File: src/rtl/alu_serial_ctrl_if.sv
// ---------------------------------------------------------------------------
// alu_serial_ctrl_if
// Request/response bundle between the register file / control unit (master)
// and the bit-serial ALU controller (slave).
//   start, op[1:0], binv, a, b : request side, driven by the master
//   busy, done, result, cout   : response side, driven by the controller
//   zero                       : result == 0, combinational from result
//   overflow                   : present only when ALU_SERIAL_OVF_EN is defined
// ---------------------------------------------------------------------------
interface alu_serial_ctrl_if #(
    parameter int WIDTH = 8
);
    logic             start;
    logic [1:0]       op;
    logic             binv;
    logic [WIDTH-1:0] a;
    logic [WIDTH-1:0] b;
    logic             busy;
    logic             done;
    logic [WIDTH-1:0] result;
    logic             cout;
    logic             zero;
`ifdef ALU_SERIAL_OVF_EN
    logic             overflow;

    modport master (
        output start, op, binv, a, b,
        input  busy, done, result, cout, zero, overflow
    );

    modport slave (
        input  start, op, binv, a, b,
        output busy, done, result, cout, zero, overflow
    );
`else
    modport master (
        output start, op, binv, a, b,
        input  busy, done, result, cout, zero
    );

    modport slave (
        input  start, op, binv, a, b,
        output busy, done, result, cout, zero
    );
`endif
endinterface

File: src/rtl/alu_serial_ctrl.sv
// ---------------------------------------------------------------------------
// alu_serial_ctrl
// Bit-serial ALU controller: runs a WIDTH-bit AND / OR / ADD-SUB / SLT
// through a single 1-bit slice, one bit per clock, LSB first. Operands are
// latched on an accepted start, so the bus may change freely during RUN.
//
// Ports
//   clock : rising-edge clock
//   reset : asynchronous, active-high reset
//   bus   : alu_serial_ctrl_if.slave (start/op/binv/a/b in,
//           busy/done/result/cout/zero[/overflow] out)
//
// Parameters
//   WIDTH : operand/result width in bits (>= 2)
//
// Build option
//   ALU_SERIAL_OVF_EN : adds the registered signed-overflow output (op 10).
//                       SLT uses the same internal overflow term either way.
// ---------------------------------------------------------------------------
module alu_serial_ctrl #(
    parameter int WIDTH = 8
) (
    input  logic             clock,
    input  logic             reset,
    alu_serial_ctrl_if.slave bus
);
    localparam int              CNT_W = (WIDTH > 2) ? $clog2(WIDTH) : 1;
    localparam logic [CNT_W-1:0] LAST = CNT_W'(WIDTH - 1);

    typedef enum logic [1:0] {IDLE, RUN, DONE} state_e;
    typedef enum logic [1:0] {
        OP_AND = 2'b00,
        OP_OR  = 2'b01,
        OP_ADD = 2'b10,
        OP_SLT = 2'b11
    } op_e;

    state_e           state;
    op_e              op_q;
    logic             binv_q;
    logic [WIDTH-1:0] a_q;
    logic [WIDTH-1:0] b_q;
    logic [WIDTH-1:0] sr_q;
    logic [WIDTH-1:0] result_q;
    logic [CNT_W-1:0] cnt;
    logic             carry;
    logic             ovf_q;     // carry into MSB ^ carry out of MSB
    logic             busy_q;
    logic             done_q;
    logic             cout_q;
`ifdef ALU_SERIAL_OVF_EN
    logic             overflow_q;
`endif

    // ---------------------------------------------------------------
    // 1-bit slice for the current bit position
    // ---------------------------------------------------------------
    logic a_bit;
    logic b_eff;
    logic res_bit;
    logic carry_nxt;

    always_comb begin
        // NOTE: every output of this block is assigned before any branch,
        // so no path can leave a value unassigned and infer a latch.
        a_bit     = a_q[cnt];
        // SLT always subtracts; otherwise binv selects the inverted B.
        b_eff     = b_q[cnt] ^ ((op_q == OP_SLT) ? 1'b1 : binv_q);
        carry_nxt = (a_bit & b_eff) | (a_bit & carry) | (b_eff & carry);
        res_bit   = a_bit ^ b_eff ^ carry;
        if (op_q == OP_AND) begin
            res_bit = a_bit & b_eff;
        end else if (op_q == OP_OR) begin
            res_bit = a_bit | b_eff;
        end
    end

    // Signed less-than: sign of (a - b) corrected by the overflow term.
    logic lt;
    assign lt = sr_q[WIDTH-1] ^ ovf_q;

    // ---------------------------------------------------------------
    // Sequencer with registered outputs
    // ---------------------------------------------------------------
    always_ff @(posedge clock or posedge reset) begin
        if (reset) begin
            // NOTE: the operand and shift registers are reset as well, so
            // an aborted operation leaves no trace and X never reaches result.
            state      <= IDLE;
            op_q       <= OP_AND;
            binv_q     <= 1'b0;
            a_q        <= '0;
            b_q        <= '0;
            sr_q       <= '0;
            result_q   <= '0;
            cnt        <= '0;
            carry      <= 1'b0;
            ovf_q      <= 1'b0;
            busy_q     <= 1'b0;
            done_q     <= 1'b0;
            cout_q     <= 1'b0;
`ifdef ALU_SERIAL_OVF_EN
            overflow_q <= 1'b0;
`endif
        end else begin
            // NOTE: non-blocking assignments here so every register samples
            // the values from before this edge, regardless of statement order.
            done_q <= 1'b0;
            case (state)
                IDLE: begin
                    if (bus.start) begin
                        a_q    <= bus.a;
                        b_q    <= bus.b;
                        op_q   <= op_e'(bus.op);
                        binv_q <= bus.binv;
                        cnt    <= '0;
                        // Carry-in of 1 completes the two's-complement negation.
                        carry  <= (bus.op == OP_SLT) || ((bus.op == OP_ADD) && bus.binv);
                        busy_q <= 1'b1;
                        state  <= RUN;
                    end
                end
                RUN: begin
                    sr_q  <= {res_bit, sr_q[WIDTH-1:1]};
                    carry <= carry_nxt;
                    if (cnt == LAST) begin
                        ovf_q <= carry ^ carry_nxt;
                        state <= DONE;
                    end else begin
                        cnt <= cnt + CNT_W'(1);
                    end
                end
                DONE: begin
                    result_q <= (op_q == OP_SLT) ? {{(WIDTH-1){1'b0}}, lt} : sr_q;
                    cout_q   <= ((op_q == OP_ADD) || (op_q == OP_SLT)) ? carry : 1'b0;
`ifdef ALU_SERIAL_OVF_EN
                    overflow_q <= (op_q == OP_ADD) ? ovf_q : 1'b0;
`endif
                    done_q   <= 1'b1;
                    busy_q   <= 1'b0;
                    state    <= IDLE;
                end
                default: state <= IDLE;
            endcase
        end
    end

    assign bus.busy   = busy_q;
    assign bus.done   = done_q;
    assign bus.result = result_q;
    assign bus.cout   = cout_q;
    assign bus.zero   = (result_q == '0);
`ifdef ALU_SERIAL_OVF_EN
    assign bus.overflow = overflow_q;
`endif

endmodule

File: src/flat_wrapper.sv
// flat-port wrapper written by rule: the top's interface ports become plain ports
module alu_serial_ctrl_flat 
#(
    parameter int WIDTH = 8
)
  (clock, reset, bus_start, bus_op, bus_binv, bus_a, bus_b, bus_busy, bus_done, bus_result, bus_cout, bus_zero);
  alu_serial_ctrl_if #(.WIDTH(WIDTH)) bus_i ();
  input  logic clock;
  input  logic reset;
  input wire logic [$bits(bus_i.start)-1:0] bus_start;
  input wire logic [$bits(bus_i.op)-1:0] bus_op;
  input wire logic [$bits(bus_i.binv)-1:0] bus_binv;
  input wire logic [$bits(bus_i.a)-1:0] bus_a;
  input wire logic [$bits(bus_i.b)-1:0] bus_b;
  output wire logic [$bits(bus_i.busy)-1:0] bus_busy;
  output wire logic [$bits(bus_i.done)-1:0] bus_done;
  output wire logic [$bits(bus_i.result)-1:0] bus_result;
  output wire logic [$bits(bus_i.cout)-1:0] bus_cout;
  output wire logic [$bits(bus_i.zero)-1:0] bus_zero;
  assign bus_i.start = bus_start;
  assign bus_i.op = bus_op;
  assign bus_i.binv = bus_binv;
  assign bus_i.a = bus_a;
  assign bus_i.b = bus_b;
  assign bus_busy = bus_i.busy;
  assign bus_done = bus_i.done;
  assign bus_result = bus_i.result;
  assign bus_cout = bus_i.cout;
  assign bus_zero = bus_i.zero;
  alu_serial_ctrl #(.WIDTH(WIDTH)) u_core (.clock(clock), .reset(reset), .bus(bus_i));
endmodule
File: config.mk
export PLATFORM = sky130hd
export DESIGN_NAME = alu_serial_ctrl_flat
export DESIGN_NICKNAME = d
export VERILOG_FILES = /design/src/rtl/alu_serial_ctrl_if.sv /design/src/rtl/alu_serial_ctrl.sv /design/src/flat_wrapper.sv
export SDC_FILE = /design/constraint.sdc
export NUM_CORES = 1
export LEC_CHECK = 0
export CELL_PAD_IN_SITES_DETAIL_PLACEMENT = 1
export CELL_PAD_IN_SITES_GLOBAL_PLACEMENT = 1
export CORE_MARGIN = 2
export CORE_UTILIZATION = 30
export CTS_BUF_LIST = sky130_fd_sc_hd__clkbuf_2
export CTS_CLUSTER_SIZE = 30
export DETAILED_ROUTE_END_ITERATION = 8
export GPL_TIMING_DRIVEN = 0
export HOLD_SLACK_MARGIN = 0.1
export PLACE_DENSITY = 0.68
export SLEW_MARGIN = 20
export SYNTH_ARGS = -nofsm -noshare
export SYNTH_HDL_FRONTEND = slang
export SYNTH_SLANG_ARGS = --single-unit
File: constraint.sdc
create_clock -name clock -period 2.55 [get_ports clock]
set_clock_uncertainty 0.2 [all_clocks]
set_input_delay 0.51 -clock clock [delete_from_list [all_inputs] [get_ports clock]]
set_output_delay 0.51 -clock clock [all_outputs]
set_load 0.005 [all_outputs]
==> metrics.cfg, run 1 <==
[finish]
nets=210
drive_gt1_frac=0.290
instances_no_fill=260
fillers=666
antenna_cells=0
layout_common_cells=45 x dfrtp_1, 32 x clkdlybuf4s50_1, 29 x mux2_2
finalInstanceArea_mm2=0.00251
layout_commonest_cell=dfrtp_1
areaGrowthSynthToFinish_pct=27.1
fin_util=0.395

[timing]
hold_viol_final=0
min_period_ns=2.52
holdWs_ns=0.225
rsz0062_at_grt=yes
tightest_slew_ns=0.544
report.final.slew_viol_count=0
period_share=0.988
tns_ns=0
max_freq_mhz=397
setup_viol=0
relSlewSlack=0.638

[floorplanning]
core-area_mm2=0.00635
fp.dieW_um=85.2
die_area_mm2=0.00725
die_y_um=85.2
rows=29
start_util=0.311
ios=34

[detailed_routing]
antenna_left=0
dr.pass1.iters=3
wirelength_um=3930
drcViolationCount=0
routed-via-count=1264
first_iter_violations=31
avgRoutedWirePerCell_um=15.1
vias_per_cell=4.86

[worst_setup_path]
cp.required_ns=2.66
critPathMaxFanout=7
worstPathArrival_ns=2.63
cp_slowest_cell=mux4_2
slowest_delay_ns=0.52
crit_type=register to register
cp-end-kind=register
cp-start-kind=register
crit_chain=buf_6 -> mux2i_1 -> mux4_2 -> xnor2_2 -> fa_1 -> xnor2_1 -> mux2_2

[placed_design]
place_area_mm2=0.00243
io_buffer_count=33
placed_cells=248
routabilityCongestion=0.698
place_hpwl_um=3040

[grt]
grt_pass1_vias=1406
grt_util_all_layers=0.116
antenna_found_initial=0
grt_pass1_wl_um=6670
grt_overflow=0
grt_max_degree=26

[yosys]
yosysTopAreaCell=dfrtp_1
synth.avg_cell_area_um2=14.4
synthCells=137
yosysSeqAreaShare=0.570
synth_top_cell_area_share=0.570
syn_area_mm2=0.00198
ys_warn_count=0
ys_seq_elements=45
ys_types=27
synth_nets=164
synth_top_cells_by_area=dfrtp_1 57%, mux2_2 17%, a22o_1 4.0%, mux2i_1 3.0%, mux4_1 2.7%

[cts]
holdBufCountCts=0
insertion_delay_ns=0.40
clk_pin_slew_ns=0.21
cts_root_buf=clkbuf_2
numCtsBuffers=5
htreeDepth=2
clock_path_buffers=2
clock-sinks=45
tritoncts=done

[flow_run]
max-cap-violations=0

[power]
pwr_density_cell_mw_per_mm2=1240
ir_drop_mv=0.443
p_leak_nw=1.11

[worst_hold_path]
hp-class=input port to asynchronous set/reset pin

[run_status]
status=finished clean

==> cell families (layout without fill, tap and decap cells) <==
| kind of cell | count (synthesis) | in the layout | share of synthesized area |
|---|---|---|---|
| AO/OA/AOI/OAI | 19 | 19 | 0.0716 |
| XOR/XNOR | 4 | 4 | 0.0177 |
| adder cells (fa/ha/maj) | 5 | 5 | 0.0355 |
| buffers and inverters | 12 | 58 | 0.0285 |
| flip-flops | 45 | 45 | 0.570 |
| multiplexers | 38 | 38 | 0.234 |
| AND/OR/NAND/NOR | 14 | 14 | 0.0431 |
==> worst max-delay path: cells and delay by family, from the launching register on <==
kind	cells	cell delay [ns]
xor+xnor	2	0.33
fa+ha+maj	1	0.42
mux	3	0.89
flops	1	0.44
buf+inv	1	0.15
==> worst paths after layout <==
check | from | end | slack, ns | cells after the start
min | reset | u_core.bus.result[5] | 0.23 | 2
max in group asynchronous | reset | u_core.sr_q[7] | 1.43 | 3
min in group clock | u_core.bus.busy | u_core.bus.busy | 0.32 | 1
max | u_core.cnt[0] | u_core.ovf_q | 0.03 | 7
max reg2reg | u_core.cnt[0] | u_core.ovf_q | 0.03 | 7
min reg2reg | u_core.bus.busy | u_core.bus.busy | 0.32 | 1
==> cell type report <==
class                   count  area, um^2  share of cell area
flip-flops and latches     45        1130               0.448
plain buffers               6        33.8              0.0135
multi-input cells          80         805               0.320
clock inverters             1        3.75             0.00149
repair buffers             39         394               0.157
well taps                  77        96.3              0.0384
clock buffers               6        30.0              0.0120
inverters                   6        22.5             0.00897
==> state kept, by name (all words and copies together) (netlist names) <==
| signal | flops |
|---|---|
| u_core.ovf_q | 1 |
| u_core.state | 2 |
| u_core.bus.busy | 1 |
| u_core.a_q | 8 |
| u_core.cnt | 3 |
| u_core.carry | 1 |
| u_core.bus.result | 8 |
| u_core.op_q | 2 |
| u_core.b_q | 8 |
| u_core.sr_q | 8 |
| u_core.binv_q | 1 |
| u_core.bus.done | 1 |
| u_core.bus.cout | 1 |
==> per-layer routing <==
metal / routed length, um / vias up / global-route usage
li1: - / 580 / -
met1: 1650 / 645 / 0.143
met2: 2070 / 32 / 0.205
met3: 163 / 7 / 0.0263
met4: 48 / 0 / 0.0346
met5: 0 / - / 0
==> through the flow <==
| step | power, mW | setup WS [ns] |
|---|---|---|
| 2_1_floorplan | 2.27 | 0.181 |
| 3_3_place_gp | 2.64 | -0.0560 |
| 3_5_place_dp | 2.76 | -0.0210 |
| 4_1_cts | 3.09 | 0.0159 |
| 5_1_grt | 3.41 | -0.0652 |
| 6_report | 3.12 | 0.0315 |
==> repair_timing <==
action	CTS	global route
hold endpoints to repair	0	0
resized for setup	2	6
buffers inserted	4	1
setup endpoints to repair	2	2
==> where the power goes <==
part           total [mW]  switching (mW)  internal, mW
Sequential           1.29           0.242          1.05
Clock               0.278           0.214        0.0640
Combinational        1.55           0.604         0.944
Total                3.12            1.06          2.06
==> Yosys cell counts, drive strengths merged <==
cell	count
o311ai	1
buf	4
nand2b	1
xor2	1
mux4	3
dfrtp	45
a21o	2
a22o	9
fa	1
ha	4
xnor2	3
nand2	3
a21oi	3
clkbuf	2
mux2	29
nor2b	3
o21ai	3
nor3b	2
nor2	2
or4	2
inv	6
and2	1
a311oi	1
mux2i	6
No activity file was read; power rests on OpenSTA's default activity.
==> inputs of run 2 (changes only) <==
--- a/config.mk
+++ b/config.mk
@@ -8,13 +8,12 @@
 export CELL_PAD_IN_SITES_DETAIL_PLACEMENT = 1
 export CELL_PAD_IN_SITES_GLOBAL_PLACEMENT = 1
 export CORE_MARGIN = 2
-export CORE_UTILIZATION = 30
-export CTS_BUF_LIST = sky130_fd_sc_hd__clkbuf_2
-export CTS_CLUSTER_SIZE = 30
+export CORE_UTILIZATION = 42
+export CTS_CLUSTER_SIZE = 40
 export DETAILED_ROUTE_END_ITERATION = 8
 export GPL_TIMING_DRIVEN = 0
 export HOLD_SLACK_MARGIN = 0.1
-export PLACE_DENSITY = 0.68
+export PLACE_DENSITY = 0.86
 export SLEW_MARGIN = 20
 export SYNTH_ARGS = -nofsm -noshare
 export SYNTH_HDL_FRONTEND = slang
==> run 2 against run 1 <==
Worst setup slack got worse by 0.0086 ns; register-to-register slack about the same; die area decreased by 27%; sequential power about the same; combinational power decreased by 3%; final area about the same; largest power group unchanged.
==> metrics.cfg, run 2 (synthesis results as in run 1) <==
[detailed_routing]
vias_per_cell=5.30  ; was 4.86
dr.pass1.iters=2  ; was 3
antenna_left=0  ; unchanged
avgRoutedWirePerCell_um=17.2  ; was 15.1 um
drcViolationCount=0  ; unchanged
routed-via-count=1236  ; was 1264
wirelength_um=4010  ; was 3930 um
first_iter_violations=50  ; was 31

[worst_hold_path]
hp-class=register to register  ; was input port to asynchronous set/reset pin

[floorplanning]
die_area_mm2=0.00527  ; was 0.00725 mm^2
fp.dieW_um=72.6  ; was 85.2 um
rows=24  ; was 29
start_util=0.445  ; was 0.311
die_y_um=72.6  ; was 85.2 um
core-area_mm2=0.00444  ; was 0.00635 mm^2
ios=34  ; unchanged

[power]
power.internal_mw=2.18  ; was 2.06 mW
pwr_density_cell_mw_per_mm2=1310  ; was 1240 mW/mm^2
combPwrFrac=0.460  ; was 0.496
swShare=0.335  ; was 0.340
pwr-share-seq=0.397  ; was 0.415
total_power_mw=3.28  ; was 3.12 mW
p_clk_frac=0.143  ; was 0.089
p_sw_mw=1.10  ; was 1.06 mW
p_leak_nw=1.11  ; about the same
ir_drop_mv=0.577  ; was 0.443 mV

[cts]
holdBufCountCts=0  ; unchanged
tritoncts=done  ; unchanged
htreeDepth=2  ; unchanged
clock_path_buffers=2  ; unchanged
insertion_delay_ns=0.30  ; was 0.40 ns
numCtsBuffers=5  ; unchanged
clk_pin_slew_ns=0.09  ; was 0.21 ns
clock-sinks=45  ; unchanged
cts_root_buf=clkbuf_8  ; was clkbuf_2

[run_status]
status=finished clean  ; unchanged

[worst_setup_path]
cp-end-kind=register  ; unchanged
cp-start-kind=register  ; unchanged
crit_type=register to register  ; unchanged
cp_slowest_cell=mux4_2  ; unchanged
r2r_slack_ns=0.02  ; was 0.03 ns
slowest_delay_ns=0.51  ; was 0.52 ns
path_delay_family=multiplexers  ; unchanged
cp_common_cell=xnor2_1
timing.critical_path.buf_inv=1  ; unchanged
cp.required_ns=2.54  ; was 2.66 ns
critPathMaxFanout=7  ; unchanged
worstPathArrival_ns=2.52  ; was 2.63 ns
crit_chain=buf_6 -> mux2i_1 -> mux4_2 -> xnor2_1 -> fa_1 -> xnor2_1 -> mux2_2  ; was buf_6 -> mux2i_1 -> mux4_2 -> xnor2_2 -> fa_1 -> xnor2_1 -> mux2_2

[timing]
period_share=0.991  ; was 0.988
tightest_slew_ns=0.546  ; was 0.544 ns
relSlewSlack=0.636  ; was 0.638
max_freq_mhz=396  ; was 397 MHz
report.final.slew_viol_count=0  ; unchanged
setup_viol=0  ; unchanged
rsz0062_at_grt=yes  ; unchanged
min_period_ns=2.53  ; was 2.52 ns
hold_viol_final=0  ; unchanged

[finish]
fin_util=0.565  ; was 0.395
areaGrowthSynthToFinish_pct=27.0  ; was 27.1%
nets=207  ; was 210
layout_common_cells=45 x dfrtp_1, 32 x clkdlybuf4s50_1, 29 x mux2_2  ; unchanged
layout_commonest_cell=dfrtp_1  ; unchanged
drive_gt1_frac=0.271  ; was 0.290
antenna_cells=0  ; unchanged

[grt]
grt_pass1_wl_um=7040  ; was 6670 um
grt_pass1_vias=1430  ; was 1406
grtUsageMet1=0.196  ; was 0.143
grt_util_all_layers=0.177  ; was 0.116
grt_use_met3=0.0428  ; was 0.0263
grt_overflow=0  ; unchanged
grt_util_met2=0.333  ; was 0.205
top_usage_layer=met2  ; unchanged
antenna_found_initial=0  ; unchanged
grt_max_degree=28  ; was 26

[placed_design]
place_hpwl_um=3070  ; was 3040 um
io_buffer_count=33  ; unchanged
routabilityCongestion=0.726  ; was 0.698

[flow_run]
max-cap-violations=0  ; unchanged

[run 2: changes by cell type in the layout (fill, tap and decap cells not counted), sizes merged]
cell    before  now
buf         10    7
clkinv       1    2
[run 2: what timing repair did]
action,in CTS,in global routing
gates resized for setup,3,3
setup buffers,1,1
endpoints found under the setup margin,2,2
[run 2: power by group through the flow]
stage | Clock, mW | Sequential (mW) | Combinational, mW
CTS | 0.478 | 1.31 | 1.49
floorplan | 0 | 1.24 | 1.02
global placement | 0 | 1.28 | 1.34
finish | 0.470 | 1.30 | 1.51
detailed placement | 0 | 1.32 | 1.45
global route | 0.507 | 1.36 | 1.67
[run 2: path summary, 6_finish.rpt]
kind	from	to	depth (start not counted)
setup / recovery	u_core.cnt[0]	u_core.ovf_q	7
hold / removal	u_core.bus.busy	u_core.bus.busy	1
setup reg to reg	u_core.cnt[0]	u_core.ovf_q	7
hold reg to reg	u_core.bus.busy	u_core.bus.busy	1
max in group asynchronous	reset	u_core.b_q[0]	3
min in group asynchronous	reset	u_core.bus.done	2
[run 2: per-layer routing]
| metal | wire, um | vias to the layer above |
|---|---|---|
| met5 | 0 | - |
| met3 | 167 | 4 |
| met2 | 2210 | 31 |
| met1 | 1570 | 627 |
| met4 | 51 | 0 |
| li1 | - | 574 |
[run 2: area by class of cell]
cell class	count	area [um^2]
buffer	6	33.8
clock buffer	6	82.6
clock inverter	2	13.8
fill	448	1930
inverter	6	22.5
multi-input combinational	80	802
sequential	45	1130
tap	52	65.1
timing repair buffer	36	364
[run 2: per-stage QoR]
step           hold slack, ns  setup slack (ns)  instances  cell area [um^2]  setup TNS (ns)
6_report                0.293            0.0230        233              2510               0
5_1_grt                 0.323           -0.0439        233              2510         -0.0664
4_1_cts                 0.300            0.0139        232              2510               0
3_5_place_dp            0.282           -0.0457        223              2390         -0.0457
3_3_place_gp            0.262           -0.0338        222              2370           -1.44
2_1_floorplan           0.272             0.181        137              1980               0
[run 2: worst register-to-register path, stage by stage (launching register included)]
cell     delay (ns)
dfrtp_1        0.41
buf_6          0.15
mux2i_1        0.12
mux4_2         0.51
xnor2_1        0.18
fa_1           0.42
xnor2_1        0.15
mux2_2         0.28
